### src/rtl/divider_inverse_pkg.sv
// Shared definitions for the divider-inverse (multiply-accumulate) block:
// FSM state codes, default operand width and the result bundle handed to
// the comparator that checks the reconstructed dividend.
package divider_inverse_pkg;

  localparam int DIV_WIDTH = 8;
  localparam int CNT_W     = $clog2(DIV_WIDTH);

  typedef logic [1:0] state_t;

  localparam state_t ST_IDLE = 2'd0;
  localparam state_t ST_MUL  = 2'd1;
  localparam state_t ST_ADD  = 2'd2;
  localparam state_t ST_DONE = 2'd3;

  typedef struct packed {
    logic [2*DIV_WIDTH-1:0] p;
    logic                   ovf;
    logic                   err;
  } result_t;

endpackage

### src/rtl/divider_inverse_dp.sv
// Datapath for the divider inverse: shift-add multiplier (Q*B) followed by a
// single wide add of the remainder. Control strobes come from the top FSM.
module divider_inverse_dp #(
  parameter int WIDTH = 8
) (
  input  logic               clk,
  input  logic               reset,
  input  logic               load,
  input  logic               step,
  input  logic               finish,
  input  logic [WIDTH-1:0]   q,
  input  logic [WIDTH-1:0]   b,
  input  logic [WIDTH-1:0]   r,
  output logic [2*WIDTH-1:0] p,
  output logic               ovf
);

  logic [WIDTH-1:0]   acc_hi;
  logic [WIDTH-1:0]   acc_lo;
  logic [WIDTH-1:0]   q_reg;
  logic [WIDTH-1:0]   r_reg;
  logic [WIDTH:0]     sum_hi;
  logic [2*WIDTH-1:0] final_sum;

  // Conditional add of the multiplicand into the high half, carry kept in the extra bit
  always_comb begin
    sum_hi = {1'b0, acc_hi};
    if (acc_lo[0]) begin
      sum_hi = {1'b0, acc_hi} + {1'b0, q_reg};
    end
  end

  // Product plus remainder; the largest value still fits in 2*WIDTH bits
  assign final_sum = {acc_hi, acc_lo} + {{WIDTH{1'b0}}, r_reg};

  // Accumulator shifting, operand capture and result register
  always_ff @(posedge clk) begin
    if (reset) begin
      acc_hi <= '0;
      acc_lo <= '0;
      q_reg  <= '0;
      r_reg  <= '0;
      p      <= '0;
      ovf    <= 1'b0;
    end else if (load) begin
      acc_hi <= '0;
      acc_lo <= b;
      q_reg  <= q;
      r_reg  <= r;
    end else if (step) begin
      {acc_hi, acc_lo} <= {sum_hi, acc_lo[WIDTH-1:1]};
    end else if (finish) begin
      p   <= final_sum;
      ovf <= |final_sum[2*WIDTH-1:WIDTH];
    end
  end

endmodule

### src/rtl/divider_inverse.sv
// Divider inverse: rebuilds the dividend P = Q*B + R from a divider result.
// Same start/ok handshake and err flag as the sequential divider, so it can
// sit directly behind it as a self-check stage.
module divider_inverse
  import divider_inverse_pkg::*;
#(
  parameter int WIDTH = DIV_WIDTH
) (
  input  logic               clk,
  input  logic               reset,
  input  logic               start,
  input  logic [WIDTH-1:0]   Q,
  input  logic [WIDTH-1:0]   B,
  input  logic [WIDTH-1:0]   R,
  output logic [2*WIDTH-1:0] P,
  output logic               ok,
  output logic               done,
  output logic               ovf,
  output logic               err
);

  localparam int CW = (WIDTH > 1) ? $clog2(WIDTH) : 1;

  state_t        state;
  logic [CW-1:0] cnt;
  logic          accept;
  logic          step;
  logic          finish;

  assign ok     = (state == ST_IDLE) || (state == ST_DONE);
  assign accept = ok && start;
  assign step   = (state == ST_MUL);
  assign finish = (state == ST_ADD);

  // Sequencing: accept, WIDTH multiply steps, final add, then report
  always_ff @(posedge clk) begin
    if (reset) begin
      state <= ST_IDLE;
      cnt   <= '0;
      done  <= 1'b0;
      err   <= 1'b0;
    end else begin
      done <= 1'b0;
      case (state)
        ST_IDLE: begin
          if (start) begin
            state <= ST_MUL;
            cnt   <= CW'(WIDTH - 1);
            err   <= (R >= B);
          end
        end
        ST_MUL: begin
          if (cnt == '0) begin
            state <= ST_ADD;
          end else begin
            cnt <= cnt - 1'b1;
          end
        end
        ST_ADD: begin
          state <= ST_DONE;
          done  <= 1'b1;
        end
        ST_DONE: begin
          if (start) begin
            state <= ST_MUL;
            cnt   <= CW'(WIDTH - 1);
            err   <= (R >= B);
          end else begin
            state <= ST_IDLE;
          end
        end
        default: state <= ST_IDLE;
      endcase
    end
  end

  divider_inverse_dp #(
    .WIDTH(WIDTH)
  ) u_dp (
    .clk    (clk),
    .reset  (reset),
    .load   (accept),
    .step   (step),
    .finish (finish),
    .q      (Q),
    .b      (B),
    .r      (R),
    .p      (P),
    .ovf    (ovf)
  );

endmodule
### config.mk
export PLATFORM = sky130hd
export DESIGN_NAME = divider_inverse
export DESIGN_NICKNAME = d
export VERILOG_FILES = /design/src/rtl/divider_inverse_pkg.sv /design/src/rtl/divider_inverse_dp.sv /design/src/rtl/divider_inverse.sv
export SDC_FILE = /design/constraint.sdc
export NUM_CORES = 1
export LEC_CHECK = 0
export BUFFER_PORTS_ARGS = -buffer_cell sky130_fd_sc_hd__buf_4
export CORE_MARGIN = 5
export CORE_UTILIZATION = 50
export CTS_BUF_LIST = sky130_fd_sc_hd__clkbuf_2 sky130_fd_sc_hd__clkbuf_4 sky130_fd_sc_hd__clkbuf_8
export DETAILED_ROUTE_END_ITERATION = 10
export PLACE_DENSITY_LB_ADDON = 0.2
export SLEW_MARGIN = 20
export SYNTH_ARGS = -nofsm -noshare
export SYNTH_HDL_FRONTEND = slang
export SYNTH_SLANG_ARGS = --single-unit
### constraint.sdc
create_clock -name clk -period 4.2 [get_ports clk]
set_clock_uncertainty 0.15 [all_clocks]
set_input_delay 0.42 -clock clk [delete_from_list [all_inputs] [get_ports clk]]
set_output_delay 0.42 -clock clk [all_outputs]
set_load 0.02 [all_outputs]
==> reports/results.ini, run 1 <==
[run_status]
status=finished clean

[floorplanning]
rows=29
dieArea_mm2=0.00823
start_util=0.513
pin_count=47
coreArea_mm2=0.00635
die_w_um=90.7
die_h_um=90.7

[setup_path]
cpPeakStageDelay_ns=0.49
slowest_stage=dfxtp_1
crit_type=reg -> reg
critical_path_cell_count=9
crit_family=compound AO/OA/AOI/OAI gates
timing.rr.start=u_dp.acc_lo[0]$_SDFFE_PP0P_
cp-end-kind=flop
cp.required_ns=4.28
crit_path_max_fanout=12
crit_chain=ha_1, fa_1, a211oi_1, nor2_1, o41a_4, nand4_4, o21ai_1, o211a_1, a311oi_1
worstSetupStartpoint=u_dp.acc_lo[0]$_SDFFE_PP0P_
critical_path_buf_inv_count=0
arrival_ns=2.94
r2r_slack_ns=1.33
start_kind=flop
reg2reg_depth=9
r2r-end=u_dp.ovf$_SDFFE_PP0P_

[timing]
tightest_slew_ns=1.04
grt_setup_unrepaired=false
setup_tns_ns=0
slew_violations=0
setup_viol=0
relSlewSlack=0.307
period_minus_slack_ns=2.87
max_freq_ghz=0.349
fin_crit_sh=0.683
finalHoldViolCount=0

[cells_and_area]
diodes=0
largest_register_ffs=16
layout_commonest_cell=dfxtp_1
regMostFlops=u_dp.p
layout_common_cells=56 x dfxtp_1, 47 x buf_4, 44 x nor2_1
nNetsFinal=474
area_growth_pct=15.3
nFillCells=567
drive_above_1_share=0.152
stdcell_area_mm2=0.00376

[clock_tree]
cts-buffers-inserted=5
cts_buffer_depth=2
cts_sinks=56
clockRootBuffer=clkbuf_8
cts_resized=0
cts_tree=built
cts_hold_buf=0
cts_setup_buffers=0
clock_latency_ns=0.31
clk_pin_slew_ns=0.10
htreeDepth=2

[drt]
drtIter0Drc=105
final_antenna_net_count=0
vias=2655
firstDrtPassIters=4
wl_um=6630
vias_per_cell=5.40
wl_per_cell_um=13.5
drc=0

[power]
peakVddDrop_uv=268
power_density_mw_per_mm2=632
p_leak_nw=1.62

[yosys]
synthFlopType=dfxtp_1
synth_async_sr_flop_share=0
synthDistinctLibCells=42
syn_nets=442
netlist_area_mm2=0.00326
synthCells=382
syn_avg_cell_area_um2=8.53
synth_edf_count=0
ys_ff_latch=56
ys_warn_count=0
yosysSeqAreaShare=0.344

[placement]
dp_hpwl_um=4930
dpl_cell_area_mm2=0.00360
port_buffers=46
place_congestion=0.842

[global_routing]
grt_max_degree=51
grt_overflow=0
groute.usage.overall=0.163
grt_pass1_wl_um=11400
grt_pass1_vias=2503
antenna_found_initial=0

[worst_hold_path]
hold_path.startpoint=Q[4]
whs_endpoint=u_dp.q_reg[4]$_SDFFE_PP0P_
holdCritPathClass=in -> reg
holdPathStages=3

[flow_run]
max_cap_viol_count=0

==> how the worst max path moves through the flow <==
stage,endpoint,slack (ns)
detailed placement,u_dp.ovf$_SDFFE_PP0P_,1.39
global route,u_dp.ovf$_SDFFE_PP0P_,1.13
global placement,u_dp.ovf$_SDFFE_PP0P_,1.48
floorplan,u_dp.ovf$_SDFFE_PP0P_,1.80
finish,u_dp.ovf$_SDFFE_PP0P_,1.33
CTS,u_dp.ovf$_SDFFE_PP0P_,1.34
==> per-layer routing <==
metal  GRT usage  part of all wire
met2       0.261              0.44
met1       0.223              0.51
met4      0.0360             0.010
met5           0                 0
met3      0.0358             0.042
==> synthesized netlist by cell type (5+ instances only) <==
master	instances	area share
a21o_1	8	0.018
dfxtp_1	56	0.34
ha_1	31	0.12
inv_1	18	0.021
a21oi_1	37	0.057
a211oi_1	19	0.044
nor2b_1	5	0.0096
mux2i_1	21	0.064
nand2_1	41	0.047
a311oi_1	5	0.013
xnor2_1	16	0.043
nor3_1	5	0.0077
o21ai_0	14	0.021
clkbuf_1	16	0.018
nor2_1	44	0.051
==> logic make-up (layout without fill, tap and decap cells) <==
| family | after synthesis | after routing | synth area share |
|---|---|---|---|
| adders and majority gates | 33 | 33 | 0.131 |
| AOI/OAI and AO/OA | 101 | 101 | 0.203 |
| and+or+nand+nor | 113 | 113 | 0.155 |
| muxes | 21 | 21 | 0.0645 |
| buffers and inverters | 40 | 73 | 0.0541 |
| DFF | 56 | 56 | 0.344 |
| xor gates and xnor gates | 18 | 18 | 0.0484 |
==> final cells by class <==
type	count	area, µm²	share of cell area
multi-input cells	286	1960	0.522
flip-flops and latches	56	1120	0.298
repair buffers	47	353	0.0939
well taps	77	96.3	0.0256
clock inverters	3	90.1	0.0240
clock buffers	5	68.8	0.0183
inverters	18	67.6	0.0180
==> power by group <==
group          internal, mW  switching, mW
combinational         0.460          0.599
sequential            0.684          0.157
clock                 0.298          0.177
total                  1.44          0.933
==> through the flow <==
stage	hold WS (ns)	setup WS [ns]	power, mW	std cells	util
2_1_floorplan	0.291	1.80	1.63	382	-
6_report	0.195	1.33	2.37	492	0.592
3_5_place_dp	0.306	1.39	1.91	484	0.567
5_1_grt	0.191	1.13	2.56	492	0.592
3_3_place_gp	0.301	1.48	1.88	484	0.567
4_1_cts	0.186	1.34	2.39	492	0.592
==> worst register-to-register path, cell delays in order (launching register included) <==
cell and delay [ns]:
dfxtp_1 0.49, ha_1 0.31, fa_1 0.43, a211oi_1 0.26, nor2_1 0.12, o41a_4 0.40, nand4_4 0.14, o21ai_1 0.10
o211a_1 0.15, a311oi_1 0.24
Note: power is estimated with default switching activity, not from simulation.
==> run 2: changes to the inputs <==
==> constraint.sdc (replaced) <==
create_clock -name clk -period 2.6 [get_ports clk]
set_clock_uncertainty 0.15 [all_clocks]
set_input_delay 0.26 -clock clk [delete_from_list [all_inputs] [get_ports clk]]
set_output_delay 0.26 -clock clk [all_outputs]
set_load 0.02 [all_outputs]
==> run 2 against run 1 <==
Against the previous run:
- routed wire length rose by 0.23%
- via count rose by 0.98%
- register-to-register slack got worse by 1.2 ns
- clock power rose by 21%
- critical path type unchanged
- largest cell class unchanged
==> reports/results.ini, run 2 (synthesis results as in run 1) <==
[setup_path]
crit_path_max_fanout=7
arrival_ns=2.56
crit_family=compound AO/OA/AOI/OAI gates
r2r_slack_ns=0.11
timing.rr.start=u_dp.r_reg[0]$_SDFFE_PP0P_
worstSetupStartpoint=u_dp.r_reg[0]$_SDFFE_PP0P_
cp.required_ns=2.67
start_kind=flop
slowest_stage=o41a_4
crit_type=reg -> reg
critical_path_buf_inv_count=0
critical_path_cell_count=9
r2r-end=u_dp.ovf$_SDFFE_PP0P_
cp-end-kind=flop
crit_chain=ha_1, fa_2, a211oi_2, nor2_1, o41a_4, nand4_4, o21ai_1, o211a_1, a311oi_1
reg2reg_depth=9
crit_end=u_dp.ovf$_SDFFE_PP0P_
cpPeakStageDelay_ns=0.40

[placement]
port_buffers=46
dp_hpwl_um=5010
place_congestion=0.845
dp.cells=492
dpl_cell_area_mm2=0.00367

[floorplanning]
coreArea_mm2=0.00635
rows=29
dieArea_mm2=0.00823
start_util=0.513
pin_count=47
die_w_um=90.7
die_h_um=90.7

[timing]
max_freq_ghz=0.402
setup_viol=0
finalHoldViolCount=0
setup_tns_ns=0
grt_setup_unrepaired=false
fin_crit_sh=0.957
tightest_slew_ns=0.513
period_minus_slack_ns=2.49
relSlewSlack=0.658
slew_violations=0

[flow_run]
max_cap_viol_count=0

[drt]
final_antenna_net_count=0
drc=0
wl_um=6650
drtIter0Drc=137
vias_per_cell=5.36
wl_per_cell_um=13.3
firstDrtPassIters=4
vias=2681

[clock_tree]
cts_buffer_depth=2
htreeDepth=2
cts_tree=built
cts-buffers-inserted=5
clk_pin_slew_ns=0.10
cts_sinks=56
clock_latency_ns=0.30
clockRootBuffer=clkbuf_8

[cells_and_area]
regMostFlops=u_dp.p
fin_cells=500
drive_above_1_share=0.173
diodes=0
multiInputGateArea_mm2=0.00197
nNetsFinal=482
stdcell_area_mm2=0.00379
seqCellArea_mm2=0.00112
nFillCells=555
largest_register_ffs=16
area_growth_pct=16.3
layout_common_cells=56 x dfxtp_1, 54 x buf_4, 44 x nor2_1
layout_commonest_cell=dfxtp_1

[global_routing]
grt_max_degree=51
grt_overflow=0
grt_pass1_wl_um=11900
groute.usage.overall=0.168
antenna_found_initial=0
grt_pass1_vias=2654

[run_status]
status=finished clean

[power]
power_density_mw_per_mm2=979
peakVddDrop_uv=434
total_power_mw=3.71
p_leak_nw=1.64

[worst_hold_path]
holdCritPathClass=in -> reg

## run 2: cell count changes in the layout (fill, tap and decap cells not counted), sizes merged
| cell | previous run | this run |
|---|---|---|
| clkinvlp | 0 | 1 |
| clkinv | 0 | 1 |
| bufinv | 3 | 1 |
| buf | 47 | 55 |
## run 2: layout make-up
type | instances | area share
Inverter | 18 | 0.0178
Tap cell | 77 | 0.0254
Clock buffer | 5 | 0.0182
Multi-Input combinational cell | 286 | 0.519
Clock inverter | 3 | 0.0112
Timing Repair Buffer | 55 | 0.112
Sequential cell | 56 | 0.296
## run 2: worst min-delay path by stage
| stage | startpoint | end | slack (ns) | cells past startpoint |
|---|---|---|---|---|
| after floorplan | Q[0] | u_dp.q_reg[0]$_SDFFE_PP0P_ | 0.25 | 2 |
| after global placement | u_dp.q_reg[4]$_SDFFE_PP0P_ | u_dp.q_reg[4]$_SDFFE_PP0P_ | 0.30 | 2 |
| after detailed placement | u_dp.r_reg[0]$_SDFFE_PP0P_ | u_dp.r_reg[0]$_SDFFE_PP0P_ | 0.31 | 2 |
| after CTS | Q[6] | u_dp.q_reg[6]$_SDFFE_PP0P_ | 0.04 | 3 |
| after global routing | Q[2] | u_dp.q_reg[2]$_SDFFE_PP0P_ | 0.04 | 3 |
| final | Q[6] | u_dp.q_reg[6]$_SDFFE_PP0P_ | 0.05 | 3 |
## run 2: what timing repair did
action / 4_1_cts / 5_1_grt
gates resized for setup: 0 / 2
hold buffers: 0 / 0
buffers inserted: 0 / 0
endpoints found under the setup margin: 0 / 3
## run 2: worst reg2reg max path, cell delays in order, from the launching register on
cell	delay, ns
dfxtp_1	0.33
ha_1	0.23
fa_2	0.37
a211oi_2	0.22
nor2_1	0.11
o41a_4	0.40
nand4_4	0.14
o21ai_1	0.09
o211a_1	0.14
a311oi_1	0.23
## run 2: per-stage QoR
stage / util / hold slack (ns) / setup slack, ns
after floorplan: - / 0.246 / 0.195
after global placement: 0.578 / 0.302 / 0.128
after detailed placement: 0.578 / 0.305 / 0.0685
after CTS: 0.596 / 0.0450 / 0.0484
after global routing: 0.597 / 0.0409 / 0.00432
final: 0.597 / 0.0501 / 0.112
## run 2: report_power, final
part / leakage (nW) / total (mW) / internal, mW / switching, mW
clock: 0.0541 / 0.572 / 0.286 / 0.286
combinational: 1.13 / 1.84 / 0.799 / 1.04
sequential: 0.459 / 1.30 / 1.10 / 0.197
## run 2: routing by layer
| layer | up-vias | GRT usage | part of all wire |
|---|---|---|---|
| li1 | 1430 | - | - |
| met3 | 2 | 0.0283 | 0.045 |
| met2 | 56 | 0.268 | 0.43 |
| met4 | 0 | 0.0459 | 0.0044 |
| met1 | 1193 | 0.233 | 0.52 |
| met5 | - | 0 | 0 |
==> run 3: changes to the inputs <==
--- a/config.mk
+++ b/config.mk
@@ -10,7 +10,7 @@
 export CORE_UTILIZATION = 50
 export CTS_BUF_LIST = sky130_fd_sc_hd__clkbuf_2 sky130_fd_sc_hd__clkbuf_4 sky130_fd_sc_hd__clkbuf_8
 export DETAILED_ROUTE_END_ITERATION = 10
-export PLACE_DENSITY_LB_ADDON = 0.2
+export PLACE_DENSITY = 0.74
 export SLEW_MARGIN = 20
 export SYNTH_ARGS = -nofsm -noshare
 export SYNTH_HDL_FRONTEND = slang
==> constraint.sdc (replaced) <==
create_clock -name clk -period 2.1 [get_ports clk]
set_clock_uncertainty 0.15 [all_clocks]
set_input_delay 0.21 -clock clk [delete_from_list [all_inputs] [get_ports clk]]
set_output_delay 0.21 -clock clk [all_outputs]
set_load 0.02 [all_outputs]
==> run 3 against run 2 <==
Against the previous run:
- the run now ends with hold timing, setup timing left
- sequential power is 26% higher
- routed wire length is 11% higher
- combinational power is 45% higher
- core utilization is 7.6 points higher
- first-iteration DRC count is 27% lower
- critical path depth stayed put
- worst setup slack worse by 0.31 ns
- register-to-register slack worse by 0.31 ns
- global-route usage is 1.2 points higher
- critical path type unchanged
- largest cell class unchanged
==> reports/results.ini, run 3 (synthesis results as in run 1) <==
[drt]
final_antenna_net_count=0
drc=0
firstDrtPassIters=5
vias=2892
drtIter0Drc=100
wl_um=7410
vias_per_cell=5.39
wl_per_cell_um=13.8

[cells_and_area]
area_growth_pct=31.1
regMostFlops=u_dp.p
fin_cells=537
drive_above_1_share=0.274
largest_register_ffs=16
layout_commonest_cell=buf_4
layout_common_cells=78 x buf_4, 47 x dfxtp_1, 44 x nor2_1
diodes=0
final_core_util=0.673
nNetsFinal=519

[setup_path]
timing.rr.start=u_dp.acc_lo[0]$_SDFFE_PP0P_
worstSetupStartpoint=u_dp.acc_lo[0]$_SDFFE_PP0P_
crit_type=reg -> reg
reg2reg_depth=9
crit_path_max_fanout=7
start_kind=flop
r2r-end=u_dp.ovf$_SDFFE_PP0P_
cp.required_ns=2.17
cp-end-kind=flop
crit_end=u_dp.ovf$_SDFFE_PP0P_
r2r_slack_ns=-0.20
arrival_ns=2.38

[placement]
dp.cells=513
port_buffers=46
dp_hpwl_um=5330
pre_cts_slack_ns=-0.290
place_congestion=0.857

[run_status]
violations=hold timing, setup timing
status=finished, violations left

[timing]
relSlewSlack=0.663
grt_setup_unrepaired=true
finalHoldViolCount=1
max_freq_ghz=0.434
tightest_slew_ns=0.506
slew_violations=0
setup_viol=7
period_minus_slack_ns=2.30
fin_hold_ws_ns=-0.000590
postLayoutSetupSlackWorst_ns=-0.202
setup_tns_ns=-0.838
fin_crit_sh=1.10

[clock_tree]
clk_pin_slew_ns=0.10
clock_latency_ns=0.31
clockRootBuffer=clkbuf_8
htreeDepth=2
cts_sinks=56
cts-buffers-inserted=5
cts_buffer_depth=2
cts_tree=built

[power]
p_leak_nw=1.81
peakVddDrop_uv=596
power_density_mw_per_mm2=1160

[floorplanning]
die_h_um=90.7
dieArea_mm2=0.00823
coreArea_mm2=0.00635
pin_count=47
rows=29
die_w_um=90.7
start_util=0.513

[global_routing]
grt_pass1_vias=2768
antenna_found_initial=0
grt_pass1_wl_um=12600
groute.usage.overall=0.180
grt_max_degree=51
grt_overflow=0

[flow_run]
max_cap_viol_count=0

[worst_hold_path]
holdPathStages=3
holdCritPathClass=in -> reg

==> run 3: cell types whose count changed in the layout (fill, tap and decap cells not counted), moves of 4 or more <==
cell           before  now
dlygate4sd3_1       0   13
ha_1               31   24
a21oi_1            37   32
dfxtp_2             0    7
dfxtp_1            56   47
a21oi_2             0    5
buf_4              54   78
ha_4                0    7
o21ai_0            14   10
==> run 3: metrics by stage <==
| stage | total power [mW] | area [µm²] |
|---|---|---|
| 2_1_floorplan | 3.29 | 3280 |
| 3_3_place_gp | 4.03 | 3850 |
| 3_5_place_dp | 4.10 | 3850 |
| 4_1_cts | 4.79 | 4130 |
| 5_1_grt | 5.32 | 4270 |
| 6_report | 4.94 | 4270 |
==> run 3: cell type report <==
class,count,area [µm²]
multi-input cells,286,2140
fillers,517,2080
flip-flops and latches,56,1140
repair buffers,92,736
well taps,77,96.3
clock buffers,7,90.1
inverters,18,67.6
clock inverters,1,7.51
==> run 3: metal layers <==
metal,global-route usage,routed length (µm),vias to the layer above
li1,-,-,1504
met1,0.236,3550,1303
met2,0.296,3390,75
met3,0.0333,367,10
met4,0.0596,102,0
met5,0,0,-
==> run 3: worst max-delay path, cell delays in order, from the launching register on <==
cell	delay, ns
dfxtp_2	0.35
ha_4	0.16
fa_2	0.38
a211oi_2	0.20
nor2_1	0.09
o41a_4	0.40
nand4_4	0.11
o21ai_2	0.07
o211a_1	0.10
a311oi_1	0.19
==> run 3: worst min path at each step <==
stage	startpoint	end	slack [ns]
final	R[4]	u_dp.r_reg[4]$_SDFFE_PP0P_	-0.0006
after global routing	R[4]	u_dp.r_reg[4]$_SDFFE_PP0P_	0.01
after CTS	R[4]	u_dp.r_reg[4]$_SDFFE_PP0P_	0.001
after detailed placement	u_dp.r_reg[6]$_SDFFE_PP0P_	u_dp.r_reg[6]$_SDFFE_PP0P_	0.30
after global placement	u_dp.q_reg[0]$_SDFFE_PP0P_	u_dp.q_reg[0]$_SDFFE_PP0P_	0.30
after floorplan	Q[0]	u_dp.q_reg[0]$_SDFFE_PP0P_	0.20
==> run 3: power by group <==
group          total [mW]  internal, mW  switching, mW
registers            1.64          1.38          0.256
logic                2.67          1.25           1.42
clock network       0.631         0.282          0.349
==> run 3: what timing repair did <==
action,CTS,global route
resized for setup,15,22
buffers inserted,2,2
hold buffers,13,0
hold endpoints to repair,13,0
pin swaps,14,25
setup endpoints to repair,12,15
